## src/rtl/pipeline_run_ctrl.sv

```systemverilog
// Run/step sequencer for the 5-stage core: turns start/step/stop commands into run and fetch enables.
// Optional watchdog enabled by defining PIPELINE_RUN_CTRL_CYCLE_LIMIT_EN.
module pipeline_run_ctrl #(
  parameter int STAGES     = 5,
  parameter int CNT_W      = 32,
  parameter int MAX_CYCLES = 50
) (
  input  logic             clk,
  input  logic             rst,
  input  logic             start,
  input  logic             step_req,
  input  logic             stop_req,
  input  logic             halt_wb,
  output logic             run,
  output logic             fetch_en,
  output logic [2:0]       state,
  output logic [CNT_W-1:0] cycle_cnt,
  output logic             done,
  output logic             limit_hit
);

`ifdef PIPELINE_RUN_CTRL_CYCLE_LIMIT_EN
  localparam bit LIMIT_EN = 1'b1;
`else
  localparam bit LIMIT_EN = 1'b0;
`endif

  localparam int DW = (STAGES > 3) ? $clog2(STAGES - 1) : 1;
  localparam logic [DW-1:0] DRAIN_LOAD = DW'(STAGES - 2);
  // Widened so the limit compare is exact even when CNT_W is narrower than MAX_CYCLES needs.
  localparam logic [CNT_W+31:0] MAX_EXT = (CNT_W + 32)'(MAX_CYCLES);

  typedef enum logic [2:0] {
    S_IDLE   = 3'd0,
    S_RUN    = 3'd1,
    S_STEP   = 3'd2,
    S_DRAIN  = 3'd3,
    S_HALTED = 3'd4
  } state_e;

  state_e            state_q, state_d;
  logic [DW-1:0]     drain_cnt_q, drain_cnt_d;
  logic [CNT_W-1:0]  cycle_cnt_q, cycle_cnt_d;
  logic              limit_hit_q, limit_hit_d;
  logic              run_q, run_d;
  logic              fetch_en_q, fetch_en_d;
  logic              done_q, done_d;
  logic              limit_now;

  always_comb begin
    state_d     = state_q;
    drain_cnt_d = drain_cnt_q;
    cycle_cnt_d = cycle_cnt_q;
    limit_hit_d = limit_hit_q;
    limit_now   = 1'b0;

    if (run_q && (cycle_cnt_q != {CNT_W{1'b1}})) begin
      cycle_cnt_d = cycle_cnt_q + CNT_W'(1);
    end

    case (state_q)
      S_IDLE: begin
        if (start) begin
          state_d = S_RUN;
        end else if (step_req) begin
          state_d = S_STEP;
        end
      end
      S_RUN: begin
        if (halt_wb) begin
          state_d = S_HALTED;
        end else if (stop_req) begin
          state_d     = S_DRAIN;
          drain_cnt_d = DRAIN_LOAD;
        end
      end
      S_STEP: begin
        state_d = halt_wb ? S_HALTED : S_IDLE;
      end
      S_DRAIN: begin
        if (halt_wb) begin
          state_d = S_HALTED;
        end else if (drain_cnt_q == '0) begin
          state_d = S_IDLE;
        end else begin
          drain_cnt_d = drain_cnt_q - DW'(1);
        end
      end
      S_HALTED: state_d = S_HALTED;
      default:  state_d = S_IDLE;
    endcase

    // Watchdog looks at the post-increment count so the halt lands on exactly MAX_CYCLES.
    if (LIMIT_EN && run_q && ({32'd0, cycle_cnt_d} >= MAX_EXT)) begin
      limit_now = 1'b1;
    end
    if (limit_now) begin
      state_d     = S_HALTED;
      limit_hit_d = 1'b1;
    end

    run_d      = (state_d == S_RUN) || (state_d == S_STEP) || (state_d == S_DRAIN);
    fetch_en_d = (state_d == S_RUN) || (state_d == S_STEP);
    done_d     = (state_d == S_HALTED);
  end

  always_ff @(posedge clk) begin
    if (rst) begin
      state_q     <= S_IDLE;
      drain_cnt_q <= '0;
      cycle_cnt_q <= '0;
      limit_hit_q <= 1'b0;
      run_q       <= 1'b0;
      fetch_en_q  <= 1'b0;
      done_q      <= 1'b0;
    end else begin
      state_q     <= state_d;
      drain_cnt_q <= drain_cnt_d;
      cycle_cnt_q <= cycle_cnt_d;
      limit_hit_q <= limit_hit_d;
      run_q       <= run_d;
      fetch_en_q  <= fetch_en_d;
      done_q      <= done_d;
    end
  end

  assign run       = run_q;
  assign fetch_en  = fetch_en_q;
  assign state     = state_q;
  assign cycle_cnt = cycle_cnt_q;
  assign done      = done_q;
  assign limit_hit = limit_hit_q;

endmodule

```

## config.mk

```make
export PLATFORM = sky130hd
export DESIGN_NAME = pipeline_run_ctrl
export DESIGN_NICKNAME = d
export VERILOG_FILES = /design/src/rtl/pipeline_run_ctrl.sv
export SDC_FILE = /design/constraint.sdc
export NUM_CORES = 1
export LEC_CHECK = 0
export BUFFER_PORTS_ARGS = -buffer_cell sky130_fd_sc_hd__buf_2
export CAP_MARGIN = 0
export CORE_MARGIN = 2
export CORE_UTILIZATION = 45
export CTS_BUF_LIST = sky130_fd_sc_hd__clkbuf_8
export CTS_CLUSTER_SIZE = 40
export DETAILED_ROUTE_END_ITERATION = 8
export GPL_TIMING_DRIVEN = 0
export PLACE_DENSITY = 0.68
export SYNTH_ARGS = -nofsm -noshare
export SYNTH_HDL_FRONTEND = slang
export SYNTH_SLANG_ARGS = --single-unit
export TNS_END_PERCENT = 100
```

## constraint.sdc

```tcl
create_clock -name clk -period 5.4 [get_ports clk]
set_input_delay 0.27 -clock clk [delete_from_list [all_inputs] [get_ports clk]]
set_output_delay 0.27 -clock clk [all_outputs]
set_load 0.005 [all_outputs]
```

==> results.sh <==
export IMPL_grt_pass1_vias=1830
export IMPL_dp_hpwl_um=3544
export IMPL_p_per_area_nw_per_um2=252.2
export IMPL_cts_tree="built"
export IMPL_synth_seq_cells=40
export IMPL_num_vias=1918
export IMPL_viasPerCell=5.675
export IMPL_startpoint_type="register"
export IMPL_yosysWarnings=0
export IMPL_cts_sinks=40
export IMPL_ant_nets=0
export IMPL_hold_viol_final=0
export IMPL_drt_wirelength_per_cell_um=14.40
export IMPL_min_period_ps=2309
export IMPL_synth_flop_cell="dfxtp_1"
export IMPL_min_delay_start="step_req"
export IMPL_cts_buffer_depth=2
export IMPL_wl_um=4867
export IMPL_die_x_um=71.36
export IMPL_grt_pass1_wl_um=8280
export IMPL_synth_cells=236
export IMPL_setup_violations=0
export IMPL_cp_required_ps=5560
export IMPL_criticalPathCategory="register to register"
export IMPL_post_route_util_pct=56.12
export IMPL_insertedDiodeCount=0
export IMPL_hold_buffers=0
export IMPL_ctsHtreeMaxLevel=2
export IMPL_synthesis_nets=244
export IMPL_place_congestion=0.8263
export IMPL_leakagePower_nw=0.9407
export IMPL_ys_seq_area_share_pct=39.22
export IMPL_nets=293
export IMPL_cts_root_buf="clkbuf_8"
export IMPL_syn_area_um2=2042
export IMPL_synthToLayoutAreaGrowth_pct=19.67
export IMPL_grt_max_degree=13
export IMPL_initial_core_util_pct=46.90
export IMPL_seq_power_share_pct=50.2
export IMPL_core_area_um2=4354
export IMPL_hold_class="input pin to register"
export IMPL_fp_dieArea_um2=5092
export IMPL_ir_drop_mv=0.1446
export IMPL_p_int_mw=0.4821
export IMPL_num_rows=24
export IMPL_power_switching_mw=0.1342
export IMPL_cp_max_fo=10
export IMPL_slew_viol_final=0
export IMPL_rsz0062_at_grt="no"
export IMPL_slew_headroom_pct=59.35
export IMPL_swShare_pct=21.78
export IMPL_status="completed"
export IMPL_die_h_um=71.36
export IMPL_tightest_slew_ps=608.6
export IMPL_r2r_start="cycle_cnt[0]"
export IMPL_layout_common_cells="buf_2, dfxtp_1, nor2_1"
export IMPL_clk_latency_ps=290
export IMPL_post_cts_buffers=0
export IMPL_ys_types=45
export IMPL_drt_first_pass_iters=4
export IMPL_min_period_over_period_pct=42.75
export IMPL_cp_arrival_ps=2460
export IMPL_portBuffers=42
export IMPL_clk_pin_slew_worst_paths_ps=80
export IMPL_drc=0
export IMPL_cts_resized=0
export IMPL_final_common_cell="buf_2"
export IMPL_async_flop_share_pct=0
export IMPL_endpoint_kind="register"
export IMPL_ios=45
export IMPL_synth_edf_count=0
export IMPL_cts_buffers=5
export IMPL_drive_gt1_share_pct=23.43
export IMPL_clock_power_share_pct=43.6
export IMPL_startpoint="cycle_cnt[0]"
export IMPL_grt_overflow_total=0
export IMPL_syn_area_per_cell_um2=8.652
export IMPL_initialDrtViolationCount=169
export IMPL_p_comb_share_pct=6.3
export IMPL_fmax_ghz=0.4332
export IMPL_tns_ps=0
export IMPL_skew_ps=8.992
export IMPL_grtUsageTotal_pct=20.15
export IMPL_drv_cap=0
export IMPL_antenna_found_initial=0
-- cells by family after synthesis --
| logic type | share of synthesized area (%) |
|---|---|
| compound gates | 16.24 |
| xor+xnor | 4.718 |
| fa+ha+maj | 1.225 |
| buf+inv | 4.228 |
| flops | 39.22 |
| mux | 3.247 |
| other cells | 0.1836 |
| simple gates | 30.94 |
-- worst max-delay path: stages, from the launching register on --
cell and delay [ps]:
dfxtp_1 400, ha_1 190, nand3_1 260, nor4_4 560
a21o_1 360, buf_4 230, or3_1 110, a21oi_1 60
-- per-layer routing --
layer	routed length [um]	global-route usage (%)	vias up
met5	0	0	-
met4	53	7.128	0
met3	226	3.657	6
met2	2232	32.00	47
met1	2355	27.55	902
li1	-	-	963
-- state kept, by name (all words and copies together) (netlist names) --
signal,count
run,1
state,3
fetch_en,1
cycle_cnt,32
drain_cnt_q,2
done,1
-- power by group through the flow --
| stage | clock [mW] | sequential [mW] | combinational (mW) |
|---|---|---|---|
| final | 0.268 | 0.309 | 0.0386 |
| after global routing | 0.286 | 0.310 | 0.0435 |
| after CTS | 0.274 | 0.309 | 0.0391 |
| after detailed placement | 0 | 0.316 | 0.0389 |
| after global placement | 0 | 0.316 | 0.0383 |
| after floorplan | 0 | 0.315 | 0.0246 |
-- synth_stat cells, drive strengths merged (5+ instances only) --
master | count | area [um^2]
a21oi | 17 | 85.08
nor2b | 5 | 31.28
and3 | 6 | 37.54
a211oi | 8 | 72.57
o31ai | 7 | 52.55
mux2 | 5 | 56.30
nand4 | 12 | 90.09
buf | 5 | 45.04
or4 | 9 | 71.32
dfxtp | 40 | 800.8
nand3 | 8 | 40.04
o21ai | 7 | 35.03
inv | 7 | 26.28
xnor2 | 10 | 87.58
nor2 | 30 | 112.6
nor3 | 5 | 25.02
nand2 | 14 | 52.55
or3 | 8 | 51.30
-- cell type report --
cell class | instances | area [um^2]
Tap cell | 52 | 65.06
Fill cell | 389 | 1911
Clock buffer | 7 | 96.34
Sequential cell | 40 | 800.8
Timing Repair Buffer | 42 | 210.2
Clock inverter | 1 | 30.03
Multi-Input combinational cell | 180 | 1155
Buffer | 9 | 60.06
Inverter | 7 | 26.28
-- final timing paths --
| kind | to | slack [ps] | cells past startpoint |
|---|---|---|---|
| setup / recovery | cycle_cnt[3] | 3090 | 7 |
| hold / removal | state[1] | 260 | 3 |
| setup reg to reg | cycle_cnt[3] | 3090 | 7 |
| hold reg to reg | drain_cnt_q[0] | 510 | 2 |
-- per-stage QoR --
step | instances | hold slack [ps] | cell area (um^2) | worst slack (ps) | power, mW
after global placement | 330 | 487.4 | 2317 | 3099 | 0.3544
after CTS | 338 | 257.2 | 2444 | 3056 | 0.6223
after detailed placement | 330 | 494.4 | 2317 | 3066 | 0.3551
after global routing | 338 | 277.5 | 2444 | 2790 | 0.6398
after floorplan | 236 | 451.9 | 2042 | 3438 | 0.3400
final | 338 | 262.1 | 2444 | 3091 | 0.6164
Power figures use the tool's default switching activity.
